[config.mk]
export PLATFORM = sky130hd
export DESIGN_NAME = range_serializer
export DESIGN_NICKNAME = d
export VERILOG_FILES = /design/src/rtl/range_serializer.sv
export SDC_FILE = /design/constraint.sdc
export NUM_CORES = 1
export LEC_CHECK = 0
export ABC_AREA = 1
export CAP_MARGIN = 5
export CORE_ASPECT_RATIO = 1.25
export CORE_MARGIN = 2
export CORE_UTILIZATION = 40
export DETAILED_ROUTE_END_ITERATION = 16
export GPL_TIMING_DRIVEN = 1
export MAX_ROUTING_LAYER = met4
export PLACE_DENSITY_LB_ADDON = 0.1
export SLEW_MARGIN = 20
export SYNTH_ARGS = -nofsm -noshare
export SYNTH_HDL_FRONTEND = slang
export SYNTH_SLANG_ARGS = --single-unit
export TNS_END_PERCENT = 50
[constraint.sdc]
create_clock -name clock -period 1.9 [get_ports clock]
set_input_delay 0.38 -clock clock [delete_from_list [all_inputs] [get_ports clock]]
set_output_delay 0.38 -clock clock [all_outputs]
set_load 0.005 [all_outputs]
[src/rtl/range_serializer.sv]
// Captures {error_in, range_in} on each rising edge of finish into a small FIFO and
// shifts entries out MSB first as START/DATA/STOP frames. Optional parity: RANGE_SERIALIZER_PARITY_EN.
module range_serializer #(
  parameter int WIDTH = 10,
  parameter int DEPTH = 4
) (
  input  logic                   clock,
  input  logic                   reset,
  input  logic [WIDTH-1:0]       range_in,
  input  logic                   error_in,
  input  logic                   finish,
  input  logic                   ser_en,
  output logic                   ser_out,
  output logic                   frame_out,
  output logic [$clog2(DEPTH):0] fifo_count,
  output logic                   overflow
);
  localparam int AW = $clog2(DEPTH);
  localparam int IW = $clog2(WIDTH + 1);
  localparam int EW = WIDTH + 1;

`ifdef RANGE_SERIALIZER_PARITY_EN
  typedef enum logic [2:0] {IDLE, START, DATA, PAR, STOP} state_t;
`else
  typedef enum logic [1:0] {IDLE, START, DATA, STOP} state_t;
`endif

  state_t          state_reg;
  logic [EW-1:0]   mem [DEPTH];
  logic [AW-1:0]   wr_ptr_reg;
  logic [AW-1:0]   rd_ptr_reg;
  logic [AW:0]     count_reg;
  logic            finish_prev_reg;
  logic            overflow_reg;
  logic            ser_out_reg;
  logic            frame_out_reg;
  logic [EW-1:0]   shift_reg;
  logic [IW-1:0]   bit_idx_reg;
`ifdef RANGE_SERIALIZER_PARITY_EN
  logic            parity_reg;
`endif

  logic capture;
  logic full;
  logic pop;
  logic push;

  assign capture = finish & ~finish_prev_reg;
  assign full    = (count_reg == (AW+1)'(DEPTH));
  assign pop     = (state_reg == IDLE) && ser_en && (count_reg != '0);
  // A full FIFO still accepts a capture when the same edge frees a slot.
  assign push    = capture && (!full || pop);

  assign ser_out    = ser_out_reg;
  assign frame_out  = frame_out_reg;
  assign fifo_count = count_reg;
  assign overflow   = overflow_reg;

  always_ff @(posedge clock) begin
    if (push) mem[wr_ptr_reg] <= {error_in, range_in};
  end

  always_ff @(posedge clock or negedge reset) begin
    if (!reset) begin
      finish_prev_reg <= 1'b0;
      wr_ptr_reg      <= '0;
      rd_ptr_reg      <= '0;
      count_reg       <= '0;
      overflow_reg    <= 1'b0;
    end else begin
      finish_prev_reg <= finish;
      if (push) wr_ptr_reg <= wr_ptr_reg + 1'b1;
      if (pop)  rd_ptr_reg <= rd_ptr_reg + 1'b1;
      if (push && !pop)      count_reg <= count_reg + 1'b1;
      else if (pop && !push) count_reg <= count_reg - 1'b1;
      if (capture && full && !pop) overflow_reg <= 1'b1;
    end
  end

  // Outputs are registered together with the state they belong to.
  always_ff @(posedge clock or negedge reset) begin
    if (!reset) begin
      state_reg     <= IDLE;
      shift_reg     <= '0;
      bit_idx_reg   <= '0;
      ser_out_reg   <= 1'b0;
      frame_out_reg <= 1'b0;
`ifdef RANGE_SERIALIZER_PARITY_EN
      parity_reg    <= 1'b0;
`endif
    end else if (ser_en) begin
      case (state_reg)
        IDLE: begin
          if (pop) begin
            shift_reg     <= mem[rd_ptr_reg];
`ifdef RANGE_SERIALIZER_PARITY_EN
            parity_reg    <= ^mem[rd_ptr_reg];
`endif
            state_reg     <= START;
            ser_out_reg   <= 1'b1;
            frame_out_reg <= 1'b1;
          end
        end
        START: begin
          state_reg   <= DATA;
          bit_idx_reg <= '0;
          ser_out_reg <= shift_reg[EW-1];
          shift_reg   <= shift_reg << 1;
        end
        DATA: begin
          if (bit_idx_reg == IW'(WIDTH)) begin
`ifdef RANGE_SERIALIZER_PARITY_EN
            state_reg     <= PAR;
            ser_out_reg   <= parity_reg;
`else
            state_reg     <= STOP;
            ser_out_reg   <= 1'b0;
            frame_out_reg <= 1'b0;
`endif
          end else begin
            bit_idx_reg <= bit_idx_reg + 1'b1;
            ser_out_reg <= shift_reg[EW-1];
            shift_reg   <= shift_reg << 1;
          end
        end
`ifdef RANGE_SERIALIZER_PARITY_EN
        PAR: begin
          state_reg     <= STOP;
          ser_out_reg   <= 1'b0;
          frame_out_reg <= 1'b0;
        end
`endif
        STOP: begin
          state_reg <= IDLE;
        end
        default: begin
          state_reg     <= IDLE;
          ser_out_reg   <= 1'b0;
          frame_out_reg <= 1'b0;
        end
      endcase
    end
  end
endmodule

==> reports/results.tsv <==
stage	metric	value	unit
sta	rsz0062_at_grt	yes	
die	initial_core_util	0.4098	
global_routing	grt_max_degree	29	
sta	fin_crit	1.911	ns
worst_setup_path	crit_fanout	2	
power	peakVddDrop	0.0005037	V
worst_setup_path	worstSetupPathType	reg -> reg	
power	p_per_area	1444	nW/µm²
worst_setup_path	r2r-end	fifo_count[2]	
synth	async_flop_share	0.3889	
sta	fin_crit_sh	1.006	
clocking	cts_root_buf	clkbuf_8	
global_routing	gr-total-overflow	0	
synth	ys_warn_count	0	
worst_setup_path	crit_slowest_cell	dfrtp_1	
synth	syn-num-nets	368	
drt	drt_drc_violations_left	0	
synth	synth_flop_cell	edfxtp_1	
die	core_area	8240	µm²
die	die_w	86.18	µm
sta	setup_viol	1	
clocking	cts_buffers	9	
synth	yosys.area.top_type	edfxtp_1	
sta	finalWorstSetupSlack	-0.01068	ns
status	violations	negative setup slack	
drt	vias	2302	
synth	yosys_register_bits	72	
global_routing	antenna_found_initial	0	
sta	worstMarginPinSlew	0.5695	ns
placement	placed_cell_area	3916	µm²
placement	port_buffers	20	
worst_setup_path	rrSetupSlack	-0.01	ns
global_routing	grt_usage	0.1651	
placement	dp_slack	-0.3768	ns
worst_setup_path	path_cells	inv_2, ha_4, nand2_4, nand3_4, nand2_4, inv_4, ha_4, inv_2, fa_2, a21oi_2, o21ai_2, xor2_1	
worst_setup_path	ff2ff_path_depth	12	
synth	yosys-top-cells-area	edfxtp_1 39%, dfrtp_1 21%, nand2_1 9.1%	
global_routing	grt_pass1_wl	10980	µm
flow_run	cap_violations	0	
finish	drive_gt1_frac	0.2035	
finish	fin_nets	421	
sta	slew_violations	0	
clocking	cts.sinks	72	
drt	wl_per_cell	13.13	µm
synth	synth_area_per_cell	9.932	µm²
worst_setup_path	critPathRequiredTime	2.13	ns
drt	drt_iter0_markers	125	
sta	setup_tns	-0.01068	ns
drt	dr.pass1.iters	4	
die	die_h	106.7	µm
drt	vias_per_cell	4.651	
worst_setup_path	cp-end-kind	register	
clocking	clk_pin_slew	0.07	ns
drt	wl	6499	µm
sta	slew_headroom	0.6199	
worst_setup_path	startpoint_type	register	
die	io_pins	21	
worst_setup_path	cp.arrival	2.14	ns
status	status	finished with violations	
placement	dpl.hpwl	4172	µm
clocking	cts_htree_levels	3	
synth	synth.distinct_cells	29	
synth	synth_top_area_frac	0.3913	
worst_setup_path	r2r-start	state_reg[0]	
placement	gp_congestion	0.8075	
finish	final_area	4200	µm²
worst_setup_path	slowest_delay	0.39	ns
synth	syn_inst	340	
hold_path	hp-class	in -> async	
power	p_leak	1.932	nW
die	std_cell_rows	37	
synth	ys_seq_area_frac	0.5987	
sta	skew	0.009193	ns
finish	largest_reg_flops	44	
global_routing	grt_pass1_vias	2358	
synth	netlist_area	3377	µm²
clocking	insertion_delay	0.35	ns
sta	hold_violations	0	
finish	final_cell_mix	79 x nand2_1, 56 x inv_1, 44 x edfxtp_1	
clocking	holdBufCountCts	0	
finish	syn2layout_area_growth	24.38	%
sta	fmax	523.4	MHz
drt	drt.antenna.violating_nets	0	
die	dieArea	9198	µm²
synth	synth_edf_count	44	
clocking	cts_tree	yes	
finish	diodes	0	
finish	layout_commonest_cell	nand2_1	
clocking	clk_path_buf_depth	2	
-- per-layer routing --
metal  vias up  track usage  part of all wire
met5         -            -                 0
met4         0      0.08817             0.032
met3        15      0.04003             0.026
met2        26       0.2857              0.53
met1      1083       0.1720              0.41
li1       1178            -                 -
-- critical path, delay by kind of cell (launching register included) --
kind	cells	cell delay, ns
and+or+nand+nor	3	0.23
xor gates and xnor gates	1	0.14
DFF	1	0.39
adders and majority gates	3	0.62
AOI/OAI and AO/OA	2	0.23
buffers and inverters	3	0.18
-- worst max-delay path by stage --
stage | start | end | slack, ns
floorplan | state_reg[0] | fifo_count[2] | -0.04
global placement | ser_en | fifo_count[2] | -0.36
detailed placement | ser_en | fifo_count[2] | -0.38
CTS | state_reg[1] | fifo_count[1] | -0.01
global route | state_reg[0] | fifo_count[2] | -0.08
finish | state_reg[0] | fifo_count[2] | -0.01
-- power by group --
group | switching (W) | internal (W)
Clock | 0.000544 | 0.000594
Combinational | 0.00149 | 0.00124
Sequential | 0.000172 | 0.00202
Total | 0.00221 | 0.00386
-- layout make-up --
| type | instances | area (µm²) |
|---|---|---|
| fill | 758 | 4040 |
| sequential | 72 | 2022 |
| multi-input combinational | 194 | 1122 |
| timing repair buffer | 53 | 514.2 |
| inverter | 63 | 241.5 |
| clock buffer | 11 | 131.4 |
| tap | 97 | 121.4 |
| clock inverter | 5 | 47.55 |
-- Yosys cell counts (2+ instances only) --
library cell	instances
nand2_1	82
buf_6	2
xor2_1	5
inv_1	61
ha_1	12
nand3_1	44
dfrtp_1	28
or2_2	10
buf_2	5
edfxtp_1	44
buf_4	2
a21oi_1	2
clkbuf_1	2
inv_2	2
nand3_2	5
o21ai_0	9
nor2_1	13
-- logic make-up after synthesis --
| logic type | after synthesis | share of synthesized area |
|---|---|---|
| buf+inv | 74 | 0.09077 |
| xor+xnor | 6 | 0.01556 |
| compound gates | 14 | 0.02260 |
| flops | 72 | 0.5987 |
| fa+ha+maj | 13 | 0.05039 |
| simple gates | 160 | 0.2186 |
| mux | 1 | 0.003334 |
-- timing repair --
| action | CTS | global route |
|---|---|---|
| gates resized for setup | 11 | 2 |
| endpoints found under the setup margin | 2 | 2 |
| pin swaps | 6 | 4 |
| buffers inserted | 4 | 3 |
-- through the flow --
step | utilization | total power, W | hold WS, ns | instances
floorplan | - | 0.003955 | 0.08441 | 340
global placement | 0.4753 | 0.004787 | 0.4495 | 472
detailed placement | 0.4753 | 0.004815 | 0.4545 | 472
CTS | 0.5061 | 0.006090 | 0.4115 | 492
global route | 0.5097 | 0.006601 | 0.4195 | 495
finish | 0.5097 | 0.006064 | 0.4006 | 495
Power figures use the tool's default switching activity.
